[config.mk]
export PLATFORM = sky130hd
export DESIGN_NAME = dsi_stream_unpacker_flat
export DESIGN_NICKNAME = d
export VERILOG_FILES = /design/src/rtl/dsi_stream_unpacker_if.sv /design/src/rtl/dsi_stream_unpacker.sv /design/src/flat_wrapper.sv
export SDC_FILE = /design/constraint.sdc
export NUM_CORES = 1
export LEC_CHECK = 0
export ABC_AREA = 1
export ABC_CLOCK_PERIOD_IN_PS = 5370
export CAP_MARGIN = 20
export CORE_AREA = 2 2 135 137
export DETAILED_ROUTE_END_ITERATION = 10
export DIE_AREA = 0 0 137 139
export GPL_TIMING_DRIVEN = 0
export MAX_ROUTING_LAYER = met4
export PLACE_DENSITY = 0.65
export SLEW_MARGIN = 20
export SYNTH_ARGS = -nofsm -noshare
export SYNTH_HDL_FRONTEND = slang
export SYNTH_SLANG_ARGS = --single-unit
export TNS_END_PERCENT = 30
[constraint.sdc]
create_clock -name clk -period 5.37 [get_ports clk]
set_clock_uncertainty 0.05 [all_clocks]
set_input_delay 1.074 -clock clk [delete_from_list [all_inputs] [get_ports clk]]
set_output_delay 1.074 -clock clk [all_outputs]
set_load 0.01 [all_outputs]
[src/rtl/dsi_stream_unpacker_if.sv]
// Handshake bundle for the stream unpacker: packed input bytes, length commands
// and packet-aligned output words.
interface dsi_stream_unpacker_if #(
    parameter int LEN_W = 16
);
    logic [31:0]      in_data;
    logic             in_valid;
    logic             in_ready;
    logic [LEN_W-1:0] len_bytes;
    logic             len_valid;
    logic             len_ready;
    logic [31:0]      out_data;
    logic [3:0]       out_strb;
    logic             out_last;
    logic             out_valid;
    logic             out_ready;

    modport master (
        output in_data, in_valid, len_bytes, len_valid, out_ready,
        input  in_ready, len_ready, out_data, out_strb, out_last, out_valid
    );

    modport slave (
        input  in_data, in_valid, len_bytes, len_valid, out_ready,
        output in_ready, len_ready, out_data, out_strb, out_last, out_valid
    );
endinterface

[src/rtl/dsi_stream_unpacker.sv]
// Re-splits a dense little-endian byte stream into packet-aligned words using
// per-packet byte-length commands; an 8-byte buffer absorbs lane misalignment.
module dsi_stream_unpacker #(
    parameter int LEN_W = 16
) (
    input  logic                  clk,
    input  logic                  reset_n,
    dsi_stream_unpacker_if.slave  bus
);
    typedef enum logic {IDLE = 1'b0, RUN = 1'b1} state_t;

    state_t           state_reg, state_next;
    logic [7:0][7:0]  buf_reg, buf_next;
    logic [3:0]       buf_cnt_reg, buf_cnt_next;
    logic [LEN_W-1:0] remaining_reg, remaining_next;

    logic [2:0] n;
    logic [3:0] cons;
    logic [3:0] avail;
    logic       out_valid;
    logic       out_last;
    logic       out_fire;
    logic       in_fire;
    logic       len_fire;
    logic       in_ready;

    assign n         = (remaining_reg >= LEN_W'(4)) ? 3'd4 : remaining_reg[2:0];
    assign out_valid = (state_reg == RUN) && (buf_cnt_reg >= {1'b0, n});
    assign out_last  = out_valid && (remaining_reg <= LEN_W'(4));
    assign out_fire  = out_valid && bus.out_ready;
    assign cons      = out_fire ? {1'b0, n} : 4'd0;
    assign avail     = buf_cnt_reg - cons;
    // Space check uses the post-consumption count so a word can land in the same
    // cycle the previous one drains; this is the only input-to-output comb path.
    assign in_ready  = (avail <= 4'd4);
    assign in_fire   = bus.in_valid && in_ready;
    assign len_fire  = bus.len_valid && (state_reg == IDLE);

    assign bus.in_ready  = in_ready;
    assign bus.len_ready = (state_reg == IDLE);
    assign bus.out_valid = out_valid;
    assign bus.out_last  = out_last;
    assign bus.out_strb  = out_valid ? (4'hF >> (3'd4 - n)) : 4'h0;

    generate
        for (genvar gi = 0; gi < 4; gi++) begin : g_out_lane
            assign bus.out_data[8*gi +: 8] =
                (out_valid && (3'(gi) < n)) ? buf_reg[gi] : 8'h00;
        end
    endgenerate

    // Each buffer byte takes either the byte cons positions above it, or an
    // incoming lane when it falls in the append window starting at avail.
    generate
        for (genvar gi = 0; gi < 8; gi++) begin : g_buf_byte
            logic [3:0] src;
            logic [3:0] lane;
            logic [7:0] byte_next;

            always_comb begin
                src       = 4'(gi) + cons;
                lane      = 4'(gi) - avail;
                byte_next = (src < 4'd8) ? buf_reg[src[2:0]] : 8'h00;
                if (in_fire && (4'(gi) >= avail) && (lane < 4'd4)) begin
                    byte_next = bus.in_data[{lane[1:0], 3'b000} +: 8];
                end
            end

            assign buf_next[gi] = byte_next;
        end
    endgenerate

    assign buf_cnt_next = avail + (in_fire ? 4'd4 : 4'd0);

    always_comb begin
        state_next     = state_reg;
        remaining_next = remaining_reg;
        case (state_reg)
            IDLE: begin
                if (len_fire && (bus.len_bytes != '0)) begin
                    remaining_next = bus.len_bytes;
                    state_next     = RUN;
                end
            end
            RUN: begin
                if (out_fire) begin
                    remaining_next = remaining_reg - LEN_W'(n);
                    if (out_last) begin
                        state_next = IDLE;
                    end
                end
            end
            default: state_next = IDLE;
        endcase
    end

    always_ff @(posedge clk or negedge reset_n) begin
        if (!reset_n) begin
            state_reg     <= IDLE;
            buf_reg       <= '0;
            buf_cnt_reg   <= 4'd0;
            remaining_reg <= '0;
        end else begin
            state_reg     <= state_next;
            buf_reg       <= buf_next;
            buf_cnt_reg   <= buf_cnt_next;
            remaining_reg <= remaining_next;
        end
    end
endmodule
[src/flat_wrapper.sv]
// flat-port wrapper written by rule: the top's interface ports become plain ports
module dsi_stream_unpacker_flat 
#(
    parameter int LEN_W = 16
)
  (clk, reset_n, bus_in_data, bus_in_valid, bus_len_bytes, bus_len_valid, bus_out_ready, bus_in_ready, bus_len_ready, bus_out_data, bus_out_strb, bus_out_last, bus_out_valid);
  dsi_stream_unpacker_if #(.LEN_W(LEN_W)) bus_i ();
  input  logic clk;
  input  logic reset_n;
  input wire logic [$bits(bus_i.in_data)-1:0] bus_in_data;
  input wire logic [$bits(bus_i.in_valid)-1:0] bus_in_valid;
  input wire logic [$bits(bus_i.len_bytes)-1:0] bus_len_bytes;
  input wire logic [$bits(bus_i.len_valid)-1:0] bus_len_valid;
  input wire logic [$bits(bus_i.out_ready)-1:0] bus_out_ready;
  output wire logic [$bits(bus_i.in_ready)-1:0] bus_in_ready;
  output wire logic [$bits(bus_i.len_ready)-1:0] bus_len_ready;
  output wire logic [$bits(bus_i.out_data)-1:0] bus_out_data;
  output wire logic [$bits(bus_i.out_strb)-1:0] bus_out_strb;
  output wire logic [$bits(bus_i.out_last)-1:0] bus_out_last;
  output wire logic [$bits(bus_i.out_valid)-1:0] bus_out_valid;
  assign bus_i.in_data = bus_in_data;
  assign bus_i.in_valid = bus_in_valid;
  assign bus_i.len_bytes = bus_len_bytes;
  assign bus_i.len_valid = bus_len_valid;
  assign bus_i.out_ready = bus_out_ready;
  assign bus_in_ready = bus_i.in_ready;
  assign bus_len_ready = bus_i.len_ready;
  assign bus_out_data = bus_i.out_data;
  assign bus_out_strb = bus_i.out_strb;
  assign bus_out_last = bus_i.out_last;
  assign bus_out_valid = bus_i.out_valid;
  dsi_stream_unpacker #(.LEN_W(LEN_W)) u_core (.clk(clk), .reset_n(reset_n), .bus(bus_i));
endmodule
# Word-level counts from Yosys, hierarchy flattened
# Index checks and enable logic that the tools add are counted.
dict set report op_classes {
  n_shift 9
  magnitude_cmp 40
  muxes 47
  n_reduce_logical 28
  bitwise 1
  n_eq_ne 2
  n_addsub 19
}
# cell count
set op_table {}
lappend op_table {{indexed part select 32 x 6 -> 8 bit} 8}
lappend op_table {{2-to-1 mux 8 bit} 28}
lappend op_table {{binary-select mux 8 bit (select 3 bit)} 8}
lappend op_table {{< comparator 3 x 4 -> 1 bit (second input constant)} 8}
lappend op_table {{< comparator 4 x 3 -> 1 bit (second input constant)} 8}
lappend op_table {{< comparator 4 bit (second input constant)} 8}
lappend op_table {{2-to-1 mux 16 bit} 2}
lappend op_table {{one-hot mux 16 bit (2 select lines)} 1}
lappend op_table {{logical AND 1 bit} 26}
lappend op_table {{adder 3 x 4 -> 4 bit (first input constant)} 4}
lappend op_table {{greater-or-equal comparator 16 x 3 -> 1 bit (second input constant)} 1}
lappend op_table {{greater-or-equal comparator 3 x 4 -> 1 bit (first input constant)} 4}
lappend op_table {{less-or-equal comparator 16 x 3 -> 1 bit (second input constant)} 1}
lappend op_table {{nonzero test 16 bit} 1}
lappend op_table {{subtractor 16 x 3 -> 16 bit} 1}
lappend op_table {{subtractor 3 x 4 -> 4 bit (first input constant)} 4}
lappend op_table {{2-to-1 mux 3 bit} 3}
lappend op_table {{adder 2 x 4 -> 4 bit (first input constant)} 2}
lappend op_table {{greater-or-equal comparator 1 x 4 -> 1 bit (first input constant)} 2}
lappend op_table {{greater-or-equal comparator 2 x 4 -> 1 bit (first input constant)} 2}
lappend op_table {{subtractor 1 x 4 -> 4 bit (first input constant)} 2}
lappend op_table {{subtractor 2 x 4 -> 4 bit (first input constant)} 2}
lappend op_table {{< comparator 1 x 3 -> 1 bit (first input constant)} 2}
lappend op_table {{< comparator 2 x 3 -> 1 bit (first input constant)} 2}
lappend op_table {{other kinds (14)} 16}
dict set report totals {
  reg_bits 85
  word_cells 157
  output_inout_bits 40
  in_bits 53
}

# Logic depth before layout (Yosys ltp)
# Gate-level depths: netlist of run 1.
dict set report depth {
  word_depth 12
  ltp_mapped 34
  ltp_nobuf 32
}

# Worst setup path after synthesis of run 1
# Ideal clock, no wire load.
dict set report synth_timing {
  kind {register to output}
  from {register u_core.remaining_reg[8]}
  to {output bus_in_ready}
  required_ps 4246
  path_stages_with_launch 22
  arrival_ps 3590
  setup_slack_ps 656
  n_path_buf 2
  path_cell_list {dfrtp_1 > nor2_4 > nand2_2 > nor2_4 > nand2_4 > nor2_1 > inv_1 > ha_1 > nand2_1 > nand2_1 > nand2_1 > nand3_1 > nand3_4 > nor2_4 > inv_1 > buf_1 > fa_1 > clkbuf_1 > inv_1 > ha_1 > nand2_1 > nand2_2}
}
dict set report synth_between {
  elab_chain_len 8
}
# item line_no
set synth_rtl {}
lappend synth_rtl {{from (decl)} dsi_stream_unpacker.sv:15} ;# logic [LEN_W-1:0] remaining_reg, remaining_next;
lappend synth_rtl {{from (signal assigned)} dsi_stream_unpacker.sv:107} ;# remaining_reg <= remaining_next;
lappend synth_rtl {{greater-or-equal comparator 16 x 3 -> 1 bit (*)} dsi_stream_unpacker.sv:27} ;# assign n = (remaining_reg >= LEN_W'(4)) ? 3'd4 : remaining_reg[2:0];
lappend synth_rtl {{2-to-1 mux 3 bit (*)} dsi_stream_unpacker.sv:27}
lappend synth_rtl {{greater-or-equal comparator 4 x 3 -> 1 bit} dsi_stream_unpacker.sv:28} ;# assign out_valid = (state_reg == RUN) && (buf_cnt_reg >= {1'b0, n});
lappend synth_rtl {{logical AND 1 bit} dsi_stream_unpacker.sv:28}
lappend synth_rtl {{logical AND 1 bit} dsi_stream_unpacker.sv:30} ;# assign out_fire = out_valid && bus.out_ready;
lappend synth_rtl {{2-to-1 mux 3 bit (*)} dsi_stream_unpacker.sv:31} ;# assign cons = out_fire ? {1'b0, n} : 4'd0;
lappend synth_rtl {{subtractor 4 bit (*)} dsi_stream_unpacker.sv:32} ;# assign avail = buf_cnt_reg - cons;
lappend synth_rtl {{via u_core.avail[1]} dsi_stream_unpacker.sv:19} ;# logic [3:0] avail;
lappend synth_rtl {{less-or-equal comparator 4 x 3 -> 1 bit (*)} dsi_stream_unpacker.sv:35} ;# assign in_ready = (avail <= 4'd4);
lappend synth_rtl {{to (decl)} flat_wrapper.sv:15} ;# output wire logic [$bits(bus_i.in_ready)-1:0] bus_in_ready;
# Mark *: on every way through the listed nets, which the timed path passes. The rest lies on a longest branch.

# Final worst setup path of run 1
dict set report layout_timing {
  from {register u_core.remaining_reg[7]}
  to {output bus_in_ready}
}
# The elaborated chain is that of the path after synthesis.

==> impl_summary.md, run 1 <==
Global route
Across every metal layer, demand over resource in global routing totals 0.331. Entering global routing, the biggest net connects 62 pins. The first global-routing pass estimated 46400 um of wire. The number of global-route vias before repair is roughly 8000.

The initial antenna violation count was 0. The aggregate global routing overflow is 0.

Synthesis
The number of warnings reported in the yosys synthesis log is 0. The number of nets produced by synthesis is 1350. Counting flops with a built-in enable in the synthesized netlist gives 0. The number of register bits inferred by synthesis is 85.

Summing every instance area after synthesis gives slightly below 0.008 mm2. For this run, the leading register cell type out of synthesis is dfrtp_1. Counting flops with an async set or reset pin after synthesis yields a share of 1.00. The cell count after synthesis is 1275. The mean cell area of the mapped netlist is 6.07 um2. The share of the Yosys chip area taken by registers is 0.275. Counting distinct cell types in the post-synthesis netlist gives 41.

Pwr
In this run the static leakage power is 4.78 nW. The total power density per cell area is 534 mW/mm2. The worst-case IR drop observed on VDD is 0.220 mV.

Setup path
The data arrival at the endpoint of the critical path is 4.05 ns. The cell at the slowest stage of the critical path is fa_2. STA classifies the critical path startpoint as a register. STA classifies the critical path endpoint as an output pin. In this run the worst path has a maximum fanout of 7. The beginning of the critical path is u_core.remaining_reg[7].

Among the stages of the critical path, the cell type that occurs most often is nand2_1. Walking the worst path, the cells encountered are nor2_2 > nand2_1 > nor2_2 > nand2_4 > nor2_1 > inv_2 > ha_1 > nand2_1 > nand2_1 > nand2_1 > nand3_2 > nand3_4 > buf_4 > nor2_4 > clkinvlp_4 > fa_2 > clkbuf_8 > inv_2 > ha_1 > nand2_1 > nand2_2 > clkbuf_2. The startpoint of the worst register-to-register path is u_core.remaining_reg[7].

The largest stage delay on the critical path is 0.62 ns. The critical path is of the reg2out type. For the worst setup path, the data required time is 4.25 ns.

Timing
Of the available clock period, the critical path in the final layout requires 0.963. For the pin with the worst max-slew slack, the measured transition is 0.916 ns. The final count of pins violating max slew is 0. The maximum clock rate is approximately 0.19 GHz. The tightest hold path in the finished design has a slack of 0.468 ns. Setup repair after global routing could not meet its margin everywhere. The worst-case headroom to the max-slew limit is 0.385. Setup violations remaining at the end of the flow were counted as 0.

The number of endpoints with negative hold slack in the final report is 0. The final period demand of the worst path is 5.17 ns.

CTS
After clock tree synthesis, the flow added hold-fix buffers numbering 0. For the worst-skew pair, the clock arrives at the later sink with an insertion delay of 0.36 ns. The clock tree synthesis step divided the H-tree into 3 levels. Buffers inserted during clock tree synthesis total 9. The number of buffers on the longest clock path is 2. The buffer cell driving the clock tree root is clkbuf_16. TritonCTS built the clock tree. The TritonCTS sink count is 85. Clock-pin slew was measured on the worst setup and hold paths at 0.07 ns.

Drt
The routed wirelength normalized by instance count is 18.8 um. For this block, the via count after detailed routing is 8888. The DRC violations left is 0. The number of detailed-routing iterations run before antenna repair is 6.

Wires add up to about 31000 um. The number of routed nets with antenna violations is 0. The DRC marker count from the first detailed-route iteration is between 1000 and 1500.

The mean number of vias per cell is 5.47.

Placement
Summing all placed instances gives a cell area of 0.00897 mm2. During placement, the flow inserted port buffers numbering 92. Routability-driven placement finished with a final weighted congestion of 1.03. Once detailed placement completed, the half-perimeter wirelength came to 24100 um.

The total instance count after detailed placement is 1597.

Finish
The sequential standard cell area is 0.00213 mm2. Compared with the post-synthesis result, the final layout area differs by 23.2%. The share of post-route cells with drive strength above 1 is 0.0809.

The footprint of the multi-input gates is just under 0.005 mm2. In the final design database the tool counted roughly 1500 nets. The finished layout holds between 1500 and 2000 standard cells, fillers aside. The number of antenna diodes is 0. After filler insertion, the fill cell instance count of the layout stands at 1822. The finished cells cover 0.00953 mm2. The register with the most flip-flops in the layout has 64 of them.

Die
The y dimension of the die is 139 um. The standard-cell row count is 49. The total area inside the core boundary comes to ~0.018 mm2. From left edge to right edge, the die measures 137 um.

The I/O pin count is 93. The die outline area is 0.0190 mm2. The starting utilization of the core area is 0.438.

Status
The run finished with clean final reports.

Hold path
The startpoint of the tightest hold check path is u_core.remaining_reg[15]. The classification of the worst-slack hold path is reg2reg.

Run
The number of violations of the max-capacitance limit is 0.
## cells by family (layout without fill, tap and decap cells)
group | count (synthesis) | count (layout) | synth area share
flip-flops | 85 | 85 | 0.275
adder cells (fa/ha/maj) | 22 | 22 | 0.0366
AO/OA/AOI/OAI | 95 | 95 | 0.0689
AND/OR/NAND/NOR | 858 | 858 | 0.485
other | 1 | 1 | 0.000485
buffers and inverters | 192 | 313 | 0.105
XOR/XNOR | 6 | 6 | 0.00776
multiplexers | 16 | 16 | 0.0207
## cells in the final DEF, fill, tap and decap left out, drive strengths merged, types with 3 or more instances in the layout
cell,netlist,routed
a21oi,18,18
buf,33,45
bufinv,0,4
clkbuf,23,34
clkdlybuf4s50,0,90
clkinv,2,3
dfrtp,85,85
ha,21,21
inv,134,134
mux2i,16,16
nand2,450,450
nand3,296,296
nand4,7,7
nor2,94,94
nor3,4,4
nor4,5,5
o211ai,11,11
o21ai,59,59
xor2,4,4
## cell usage after synthesis (2+ instances only)
cell type    n  area, um2
nand2_1    432       1620
nand3_1    295       1480
inv_1      132        495
nor2_1      86        323
dfrtp_1     85       2130
o21ai_0     57        285
clkbuf_1    23       86.3
ha_1        21        263
buf_2       20        100
a21oi_1     18       90.1
mux2i_1     16        160
nand2_2     16        100
o211ai_1    11       82.6
buf_6        7       78.8
nand4_1      7       43.8
nor2_4       5       56.3
nor4_1       5       31.3
buf_1        4       15.0
xor2_1       4       35.0
nor2_2       3       18.8
a31oi_1      2       12.5
clkinv_1     2       7.51
nand2_4      2       22.5
nor3_1       2       10.0
nor3_2       2       20.0
o22ai_1      2       12.5
or2_2        2       12.5
## per-layer routing
layer / share of wire / GRT usage / vias up
met5: 0 / - / -
met2: 0.43 / 0.471 / 440
met1: 0.46 / 0.486 / 4046
li1: - / - / 4365
met4: 0.018 / 0.0922 / 0
met3: 0.087 / 0.0464 / 37
## what timing repair did
action,CTS,global route
buffers inserted,11,1
endpoints found under the hold margin,0,0
pin swaps,5,1
resized for setup,19,10
endpoints found under the setup margin,62,26
gates cloned,2,0
## layout make-up
cell class,instances,area share
clock inverters,6,0.0140
flip-flops and latches,85,0.223
multi-input cells,998,0.509
repair buffers,106,0.112
inverters,136,0.0542
plain buffers,54,0.0328
clock buffers,10,0.0240
repair inverters,1,0.000525
well taps,229,0.0301
## power breakdown
| group | internal [W] | switching (W) |
|---|---|---|
| logic | 0.00112 | 0.00198 |
| registers | 0.000952 | 0.000247 |
| clock network | 0.000503 | 0.000288 |
| total | 0.00257 | 0.00252 |
## through the flow
| step | total power [W] | setup TNS [ns] | worst slack, ns | util |
|---|---|---|---|---|
| 6_report | 0.00509 | 0 | 0.197 | 0.540 |
| 2_1_floorplan | 0.00299 | 0 | 0.656 | - |
| 3_3_place_gp | 0.00409 | -28.96 | -0.743 | 0.507 |
| 5_1_grt | 0.00546 | -0.0363 | -0.0363 | 0.540 |
| 3_5_place_dp | 0.00413 | -19.61 | -0.750 | 0.508 |
| 4_1_cts | 0.00500 | 0 | 0.0259 | 0.539 |
## critical path: cells and delay by family (launching register included)
family / cells / cell delay [ns]
DFF: 1 / 0.42
adders and majority gates: 3 / 1.12
and+or+nand+nor: 13 / 1.30
buffers and inverters: 6 / 0.83
## path summary, 6_finish.rpt
check                           slack [ns]                       end  depth (start not counted)
worst max-delay path                  0.20              bus_in_ready                         22
worst min-delay path                  0.47  u_core.remaining_reg[15]                          2
worst max register to register        0.30        u_core.buf_reg[11]                         27
worst min register to register        0.47  u_core.remaining_reg[15]                          2
max in group asynchronous             4.15        u_core.buf_reg[18]                          2
min in group asynchronous             0.51  u_core.remaining_reg[15]                          1
Power figures use the tool's default switching activity.
==> run 2, diff against run 1 <==
Settings changed: CORE_AREA 2 2 135 137 to 8 8 163 165, DIE_AREA 0 0 137 139 to 0 0 171 173, PLACE_DENSITY 0.65 to not set, RECOVER_POWER set to 50.
==> impl_summary.md, run 2 (synthesized netlist as in run 1, its figures left out) <==
Die
The die covers between 0.02 and 0.03 mm2. The die boundary width is 171 um. During I/O placement, the number of pins put on the boundary was 93. In this run the core area contains 57 standard-cell rows.

In this run the standard cell core region covers 0.0240 mm2. Measured along the y axis, the die boundary spans 173 um. The initial utilization of the core area, before any placement, comes to 0.323.

Setup path
Data on the critical path arrives at its endpoint at roughly 4.2 ns. The most numerous cell type found on the critical path is nand2_1. The nature of the critical path startpoint is a register.

In this run the critical register-to-register path is launched from u_core.remaining_reg[12]. The capture point of the critical path is bus_in_ready. For the worst flop-to-flop path, the logic depth is 27. Tracing the worst setup path back leads to its startpoint at u_core.remaining_reg[12]. Counting buffers and inverters, the worst setup path is 23 cells deep. The required time at the worst-slack endpoint is 4.25 ns. The worst reg2reg path endpoint is u_core.buf_reg[63].

The number of buffers and inverters on the critical path is 6. The largest stage delay on the critical path is ~0.59 ns. The largest individual stage delay along the critical path comes from the cell fa_2. The highest net fanout along the worst path is 10.

The critical path goes through nor2_1 > nand2_1 > nor2_4 > nand2_4 > nor2_2 > inv_2 > ha_1 > nand2_1 > nand2_1 > nand2_1 > nand3_2 > nand3_4 > nor2_4 > buf_12 > ha_1 > inv_1 > fa_2 > clkbuf_8 > inv_2 > ha_1 > nand2_1 > nand2_2 > dlygate4sd2_1. The setup check on the worst reg-to-reg path leaves a slack of ~0.23 ns. The endpoint class of the critical path is an output pin. The top cell family by delay on the critical path is simple AND/OR/NAND/NOR gates. The critical path is of the reg2out type.

Drt
The mean number of vias per cell is 5.18. After detailed routing, the total wire length is 31900 um. The number of detailed-routing iterations run before antenna repair is 6. The DRC marker count from the first detailed-route iteration is between 1000 and 1500. The total number of vias is between 8000 and 9000.

The DRC violations left is 0. The count of nets left with antenna violations once routing finished came out at 0. Dividing the detail-routed wire length by the instance count gives 18.5 um.

CTS
Clock-pin slew was measured on the worst setup and hold paths at 0.07 ns. The clock insertion delay at the later pin of the skew report is 0.36 ns. TritonCTS built the clock tree. The number of buffers on the longest clock path is 2. The deepest level of the CTS H-tree is 3. The number of buffers inserted during clock tree synthesis is 9. Clock tree synthesis found a total of 85 sinks. Clock tree synthesis selected as its root buffer the cell clkbuf_16.

Pwr
The maximum vdd ir drop is 0.185 mV. The total power density per cell area is 511 mW/mm2. The analysis attributes to cell leakage a power of 4.72 nW. The power consumption is 0.00489 W.

Status
The final reports fail on capacitance limit, slew limit. The flow ran to the end, but the final reports show violations.

Timing
The final count of pins violating max slew is 62. The number of endpoints with negative hold slack in the final report is 0. Based on the critical path, the design can be clocked at up to about 0.19 GHz. The final count of negative-setup-slack endpoints is 0.

After layout, the minimum clock period comes to between 5 and 6 ns. Of the available clock period, the critical path in the final layout requires 0.981. The worst-case headroom to the max-slew limit is -0.125. Setup repair after global routing could not meet its margin everywhere. For the pin with the worst max-slew slack, the measured transition is 1.69 ns.

Finish
The number of antenna diodes is 0. In the final layout, the share of cells above drive strength 1 is 0.0830. The register with the most flip-flops in the layout has 64 of them. The final layout contains roughly 1500 nets.

The most common cell after layout, fill and taps aside is nand2_1. The number of cells in the finished layout apart from fillers is 1722. Leaving out fill and tap cells, the most frequent cells in the layout are 431 x nand2_1, 293 x nand3_1, 128 x inv_1. Compared with the post-synthesis result, the final layout area differs by 23.7%.

Global route
Across every metal layer, demand over resource in global routing totals 0.222. After global routing the overflow that remains totals 0. The initial antenna violation count was 0. The number of global-route vias before repair is 8493. Entering global routing, the biggest net connects 62 pins. The global-route wire length before repair is 49700 um.

Run
The tool flagged a number of max-cap violations equal to 1.

Placement
The count of input and output buffers is 92. The weighted congestion at the end of routability-driven global placement is 0.970. The total instance count after detailed placement is 1692. The half-perimeter wire length after detailed placement is 25300 um.

Hold path
The classification of the worst-slack hold path is reg2reg.
run 2: cell types whose count changed in the layout (fill, tap and decap cells not counted), sizes merged:
cell / before / now
dlygate4sd2: 0 / 1
inv: 134 / 133
bufinv: 4 / 0
clkinv: 3 / 2
clkbuf: 34 / 36
clkinvlp: 2 / 7
run 2: per-stage QoR:
| stage | worst slack, ns | hold WS [ns] | cell area, um2 | utilization | setup TNS [ns] |
|---|---|---|---|---|---|
| final | 0.0995 | 0.473 | 9570 | 0.399 | 0 |
| after global placement | -0.808 | 0.458 | 9060 | 0.378 | -47.69 |
| after detailed placement | -0.825 | 0.459 | 9090 | 0.379 | -25.10 |
| after CTS | 0.0209 | 0.473 | 9510 | 0.397 | 0 |
| after floorplan | 0.656 | 0.415 | 7740 | - | 0 |
| after global routing | -0.149 | 0.526 | 9570 | 0.399 | -0.149 |
run 2: worst min path at each step:
| stage | start | endpoint | slack, ns | depth (start not counted) |
|---|---|---|---|---|
| after CTS | u_core.remaining_reg[15] | u_core.remaining_reg[15] | 0.47 | 2 |
| after floorplan | u_core.remaining_reg[15] | u_core.remaining_reg[15] | 0.42 | 2 |
| final | u_core.remaining_reg[15] | u_core.remaining_reg[15] | 0.47 | 2 |
| after global routing | u_core.remaining_reg[15] | u_core.remaining_reg[15] | 0.53 | 2 |
| after global placement | u_core.remaining_reg[15] | u_core.remaining_reg[15] | 0.46 | 2 |
| after detailed placement | u_core.remaining_reg[15] | u_core.remaining_reg[15] | 0.46 | 2 |
run 2: cell type report:
class / instances / area (um2)
fill: 2660 / 14400
clock inverter: 5 / 37.5
clock buffer: 11 / 233
sequential: 85 / 2130
inverter: 136 / 517
tap: 324 / 405
multi-input combinational: 998 / 4860
timing repair buffer: 108 / 1060
timing repair inverter: 1 / 5.00
buffer: 54 / 317
run 2: routing by layer:
layer / part of all wire / routed length (um) / track usage / up-vias
li1: - / - / - / 4374
met2: 0.44 / 14100 / 0.335 / 455
met3: 0.097 / 3100 / 0.0522 / 51
met5: 0 / 0 / - / -
met4: 0.020 / 628 / 0.0605 / 0
met1: 0.44 / 14100 / 0.292 / 4033
run 2: report_power, final:
| group | internal, W | switching [W] |
|---|---|---|
| logic | 0.00113 | 0.00198 |
| clock network | 0.000314 | 0.000289 |
| registers | 0.000953 | 0.000225 |
| total | 0.00239 | 0.00250 |
run 2: repair_timing:
item / in CTS / in global routing
gates resized for setup: 18 / 15
setup endpoints to repair: 67 / 45
gates cloned: 2 / 0
pin swaps: 5 / 4
setup buffers: 9 / 5
hold buffers: 0 / 0
hold endpoints to repair: 0 / 0
run 2: worst register-to-register path, cell delays in order, from the launching register on:
cell and delay, ns:
dfrtp_2 0.44, nor2_1 0.11, nand2_1 0.09, nor2_4 0.16
nand2_4 0.11, nor2_2 0.10, inv_2 0.08, ha_1 0.30
nand2_1 0.06, nand2_1 0.05, nand2_1 0.05, nand3_2 0.11
nand3_4 0.14, nor2_4 0.16, buf_12 0.16, ha_1 0.15
inv_1 0.06, fa_2 0.59, clkbuf_8 0.18, inv_2 0.07
ha_1 0.20, nand2_1 0.08, nand2_2 0.07, nand3_1 0.16
clkinv_1 0.38, nor2_1 0.72, nand3_1 0.18, nand2_1 0.09
==> run 3, diff against run 2 <==
Settings changed: HOLD_SLACK_MARGIN set to 0.1, REMOVE_ABC_BUFFERS set to 1, SETUP_SLACK_MARGIN set to 0.15.
==> impl_summary.md, run 3 (synthesized netlist as in run 1, its figures left out) <==
Status
The run finished, with violations left. The checks that failed: capacitance limit, slew limit.

Timing
The post-route clock period utilization is 0.938. The worst-case headroom to the max-slew limit is -0.458. The final count of negative-setup-slack endpoints is 0.

For the pin with the worst max-slew slack, the measured transition is between 2 and 2.5 ns. The final period demand of the worst path is 5.04 ns. Setup repair after global routing left no endpoint under its margin.

The final count of pins violating max slew was 35. The number of endpoints with negative hold slack in the final report came to 0. The final setup slack of the worst path is between 0.3 and 0.4 ns. The maximum clock rate is 0.199 GHz. The final setup TNS is 0 ns. The worst hold slack across all endpoints is around 0.46 ns.

Pwr
The share of total power dissipated in sequential elements is 0.235. The internal portion of the total power is 0.00241 W. The switching power as a share of total power is 0.507. Dividing total power by cell area gives a power density of 516 mW/mm2. Of the total power, combinational logic draws 0.641. The share of total power dissipated in the clock network is 0.124. Summed over all nets, the switching power comes to 0.00248 W. The reported leakage power is 4.64 nW.

VDD sags by at most 0.189 mV.

Finish
The sequential standard cell area is 0.00213 mm2. The register with the most flip-flops in the layout has 64 of them. Leaving out fill and tap cells, the most frequent cells in the layout are 430 x nand2_1, 295 x nand3_1, 126 x inv_1. The number of antenna diodes in the final layout is 0. The share of post-route cells with drive strength above 1 is 0.0766. The area growth from synthesis to layout is 22.3%.

The footprint of the multi-input gates is 0.00492 mm2. The most common cell after layout, fill and taps aside is nand2_1. The layout filler cell count is 2633. The net count of the finished layout is 1428.

Hold path
The path with the worst hold slack has its endpoint at u_core.remaining_reg[15]. Along the worst hold path, the cell count comes to 2. The startpoint identified for the worst hold timing path is u_core.remaining_reg[15]. The tightest min-delay check is of the reg2reg type.

Placement
The wire-length estimate of the detail-placed layout is ~20000 um. The setup slack at placement is -1.89 ns. The congestion estimate from routability-driven global placement came to 0.884.

The count of input and output buffers is 92.

Drt
For this block, the initial DRC count from the detailed router was 883. After detailed routing, the number of vias per cell comes to 5.22. The total detailed-routing wirelength is 29600 um. The number of detailed-routing iterations run before antenna repair is 7.

After detailed routing, the met2 layer carries 13900 um of wire. The wire length on met1 is approximately 13000 um. The total number of vias is 8782.

The top layer reached by signal wires is met4. The met3 wire length is 2240 um. The DRC violations left is 0. In this run the remaining antenna-violating nets after routing total 0. The routed wirelength normalized by instance count is roughly 18 um.

CTS
The number of buffers on the longest clock path is 2. Clock tree synthesis selected as its root buffer the cell clkbuf_16. Clock tree synthesis inserted a total of 9 buffers. The number of buffers inserted by hold repair at cts is 0. The clock insertion delay at the later pin of the skew report is 0.36 ns. The clock drives 85 sinks. The H-tree was split into 3 levels. The CTS tree is yes. After clock tree synthesis, the clock-pin slew on the worst setup and hold paths is roughly 0.070 ns.

Die
The y dimension of the die is 173 um. The die outline area is 0.0296 mm2. The standard cell core area is 0.0240 mm2.

The starting utilization of the core area is 0.323. From left edge to right edge, the die measures 171 um. The standard-cell row count is 57. In this run the count of I/O pins placed on the die edge is 93.

Global route
The total routing resource utilization after global routing is 0.199. The number of global-route vias before repair came to roughly 8200. After global routing the overflow that remains totals 0. The global-route wire length before repair is roughly 45000 um.

The initial antenna violation count came to 0. Entering global routing, the biggest net connects between 60 and 70 pins.

Setup path
The slowest stage of the critical path belongs to the cell dfrtp_1. The largest stage delay on the critical path is between 0.4 and 0.5 ns. The worst reg2reg path endpoint is u_core.buf_reg[25]. The start-to-end type of the worst setup path is reg2out. The highest net fanout along the worst path is 8. The setup slack of the most critical reg-to-reg path is 0.40 ns.

The signal on the critical path passes through nor2_1 > nand2_1 > nor2_4 > nand2_4 > nor2_2 > inv_2 > ha_1 > nand2_1 > nand2_1 > nand2_1 > nand3_1 > nand3_4 > nor2_4 > clkinvlp_4 > ha_1 > a21oi_2 > nand2_1 > nand2_1 > nand2_2 > nor2_1 > inv_1 > nand2_2 > clkbuf_2. The data arrival at the endpoint of the critical path is 3.91 ns. The startpoint identified for the worst register-to-register timing path is u_core.remaining_reg[13]. The nature of the critical path startpoint is a register.

The depth of the worst register-to-register path is 26. STA puts the critical path data required time at 4.25 ns. The most repeated library cell on the critical path is nand2_1. The endpoint class of the critical path is an output pin.

Run
The number of violations of the max-capacitance limit is 1.
-- run 3: cell count changes in the layout (fill, tap and decap cells not counted), sizes merged, moves of 3 or more --
| cell | delta |
|---|---|
| clkinvlp | -3 |
| buf | -17 |
| clkinv | +3 |
| clkbuf | -22 |
-- run 3: critical path, delay by kind of cell (launching register included) --
family | cells | cell delay [ns]
AOI/OAI and AO/OA | 1 | 0.16
adders and majority gates | 2 | 0.62
buffers and inverters | 4 | 0.45
DFF | 1 | 0.42
and+or+nand+nor | 16 | 1.89
-- run 3: area by class of cell --
cell class	count	area share
sequential	85	0.225
tap	324	0.0428
multi-input combinational	999	0.520
clock inverter	4	0.00264
timing repair buffer	121	0.127
clock buffer	11	0.0256
inverter	136	0.0566
timing repair inverter	1	0.000925
-- run 3: per-stage QoR --
| stage | cell area, um2 | total power (W) | util | instances |
|---|---|---|---|---|
| finish | 9460 | 0.00489 | 0.395 | 1681 |
| global route | 9460 | 0.00528 | 0.395 | 1681 |
| CTS | 9320 | 0.00480 | 0.389 | 1668 |
| detailed placement | 8910 | 0.00411 | 0.372 | 1641 |
| global placement | 8760 | 0.00404 | 0.366 | 1635 |
| floorplan | 7430 | 0.00296 | - | 1219 |
-- run 3: repair_timing --
action / in CTS / in global routing
setup endpoints to repair: 75 / 73
gates resized for setup: 13 / 19
pin swaps: 7 / 7
buffers inserted: 11 / 12
gates cloned: 1 / 1
-- run 3: power groups by stage --
stage	combinational (W)	sequential, W	clock (W)
2_1_floorplan	0.00186	0.00110	0
3_3_place_gp	0.00289	0.00114	0
3_5_place_dp	0.00296	0.00115	0
4_1_cts	0.00305	0.00114	0.000609
5_1_grt	0.00346	0.00119	0.000633
6_report	0.00313	0.00115	0.000608
-- run 3: worst max-delay path by stage --
| stage | startpoint | to |
|---|---|---|
| floorplan | u_core.remaining_reg[8] | bus_in_ready |
| global placement | u_core.remaining_reg[6] | u_core.buf_reg[61] |
| detailed placement | u_core.remaining_reg[6] | u_core.buf_reg[61] |
| CTS | u_core.remaining_reg[13] | bus_out_data[6] |
| global route | u_core.remaining_reg[5] | bus_in_ready |
| finish | u_core.remaining_reg[13] | bus_in_ready |
-- run 3: routing by layer --
metal / vias up / GRT usage
li1: 4285 / -
met1: 4061 / 0.248
met2: 379 / 0.320
met3: 57 / 0.0335
met4: 0 / 0.0703
met5: - / -
==> patch: new RTL, settings of run 3 <==
`LEN_W` is set to 16 in 3 places; all go to 8.
--- a/src/rtl/dsi_stream_unpacker_if.sv
+++ b/src/rtl/dsi_stream_unpacker_if.sv
@@ -2,5 +2,5 @@
 // and packet-aligned output words.
 interface dsi_stream_unpacker_if #(
-    parameter int LEN_W = 16
+    parameter int LEN_W = 8
 );
     logic [31:0]      in_data;
--- a/src/rtl/dsi_stream_unpacker.sv
+++ b/src/rtl/dsi_stream_unpacker.sv
@@ -2,5 +2,5 @@
 // per-packet byte-length commands; an 8-byte buffer absorbs lane misalignment.
 module dsi_stream_unpacker #(
-    parameter int LEN_W = 16
+    parameter int LEN_W = 8
 ) (
     input  logic                  clk,
--- a/src/flat_wrapper.sv
+++ b/src/flat_wrapper.sv
@@ -2,5 +2,5 @@
 module dsi_stream_unpacker_flat 
 #(
-    parameter int LEN_W = 16
+    parameter int LEN_W = 8
 )
   (clk, reset_n, bus_in_data, bus_in_valid, bus_len_bytes, bus_len_valid, bus_out_ready, bus_in_ready, bus_len_ready, bus_out_data, bus_out_strb, bus_out_last, bus_out_valid);
Interface: changed (resized bus_len_bytes); port bits go from 93 to 85. No check against the original RTL was run, so the function may have changed too.
==> patch against run 3 <==
The flow still finishes with violations (capacitance limit, slew limit); count of clock-buffer cells in the layout up 1; sequential cell count down 8; total power up 15%; first-iteration DRC count down 7.2%; wire length down 8.3%; setup slack worse by 39 ps; synthesized area down 6.2%; synthesized cell count down 8.8%; design area down 7.2%; final cell count down 7.7%; combinational power up 26%.
==> patch: results (changes against run 3) <==
Status
  – Outcome: complete, but fails checks
  – Failing checks: capacitance limit, slew limit

STA
  – Max-slew violation count: 80 (+130%)

Routing
  – Routed WL per cell: 17.5 µm (-0.56%)
  – DR iter-0 viols: 819 (-7.2%)
  – DR pass1 iterations: 5 (-2)
  – Vias per std cell: 5.14 (-1.7%)

Finish
  – Layout Nets: 1,289 (-9.7%)
  – Layout Cells excl Fill: 1,551 (-7.7%)
  – Layout cell share with drive strength beyond 1: 7.09% (-0.57 points)
  – Filler Cells Inserted: 2,651 (+0.68%)

Place
  – Post-DP HPWL: 17,600 µm (-10%)
  – Placed insts: 1,524 (-7.1%)
  – Pre-CTS setup slack: -2210 ps (-315 ps)
  – GPL Wtd Cong: 0.866 (-2.1%)

Worst setup path
  – Cells on worst reg2reg path: 24 (-7.7%)
  – Largest fanout on the critical path: 19 (+11)
  – Crit path max-delay cell type: fa_2
  – Critical path's largest stage delay: 620 ps (+200 ps)
  – Crit path DAT: 3950 ps (+40 ps)

GRT
  – GRT Total Usage: 18.8% (-1.1 points)
  – Global-route wire length before repair: 41,800 µm (-6.7%)
  – Number of global-route vias before repair: 7,401 (-9.6%)
  – Largest net degree at the start of global routing: 52 (-25%)

Pwr
  – Leakage Power: 0.00434 µW (-6.6%)
  – Max VDD drop: 0.291 mV (+54%)

Logic synthesis
  – Synth cell types: 45 (+9.8%)
  – Synth Instances: 1,163 (-8.8%)
  – Synth cell count leaders: nand2_1 (369), nand3_1 (281), inv_1 (117)
  – Synth top area cells: dfrtp_1 (27%), nand3_1 (19%), nand2_1 (19%)

Worst hold path
  – Worst hold path class: flip-flop to flip-flop

Job
  – Max-cap violations: 2 (+1)

Clocking
  – H-Tree Depth: 3 (unchanged)
==> patch: cell types whose count changed after synthesis, moves of 9 or more <==
cell	run 3	this run
nand2_1	432	369
inv_1	132	117
mux2i_1	16	32
inv_2	1	10
nand2_2	16	7
o21ai_0	57	36
nand3_1	295	281
o211ai_1	11	2
==> patch: what timing repair did <==
| item | 4_1_cts | 5_1_grt |
|---|---|---|
| cloned | 3 | 0 |
| pin swaps | 5 | 0 |
| endpoints found under the hold margin | 0 | 0 |
| setup buffers | 8 | 0 |
| resized for setup | 10 | 1 |
| setup endpoints to repair | 67 | 9 |
==> patch: final timing paths <==
kind                                    startpoint                       to  slack [ps]
setup / recovery           u_core.remaining_reg[4]             bus_in_ready         300
max in group asynchronous                  reset_n       u_core.buf_reg[26]         940
setup reg to reg           u_core.remaining_reg[4]       u_core.buf_reg[48]         540
hold reg to reg            u_core.remaining_reg[6]  u_core.remaining_reg[6]         490
hold / removal             u_core.remaining_reg[6]  u_core.remaining_reg[6]         490
min in group asynchronous                  reset_n         u_core.state_reg        1100
==> patch: worst min-delay path: cells and delay by family (launching register included) <==
family | cells | cell delay, ps
flip-flops | 1 | 380
AND/OR/NAND/NOR | 1 | 60
AO/OA/AOI/OAI | 1 | 60
==> patch: power breakdown <==
group          internal (µW)  total, µW  leakage [µW]  switching, µW
combinational           1360       3930       0.00323           2570
sequential               859        974      0.000943            115
clock                    467        725      0.000167            258
total                   2690       5630       0.00434           2940
==> patch: stage by stage <==
step                hold WS [ps]  TNS, ps  instance area [µm²]  util (%)
detailed placement           468   -92430                 8340      34.8
global route                 521        0                 8780      36.7
floorplan                    425     -120                 6940         -
global placement             457  -107110                 8190      34.2
CTS                          481        0                 8800      36.7
finish                       486        0                 8780      36.7
==> patch: cells by family after synthesis <==
group	count (synthesis)	share of synthesized area, %
and+or+nand+nor	770	47.8
buffers and inverters	181	11.0
DFF	77	26.6
AOI/OAI and AO/OA	74	5.57
muxes	32	4.41
adders and majority gates	22	3.90
xor gates and xnor gates	6	0.724
other	1	0.0517
==> patch: cell type report <==
cell class	instances	area [µm²]	share of cell area (%)
clock buffers	12	246	2.81
clock inverters	4	95.1	1.08
flip-flops and latches	77	1930	22.0
repair buffers	97	992	11.3
well taps	324	405	4.62
repair inverters	2	11.3	0.128
multi-input cells	906	4610	52.4
inverters	129	499	5.68
==> patch: layer usage <==
layer  global-route usage [%]  vias up  share of wire [%]
li1                         -     3892                  -
met1                     24.5     3683                 43
met2                     28.9      344                 46
met3                     2.55       48                8.3
met4                     7.58        0                3.3
met5                        -        -                  0
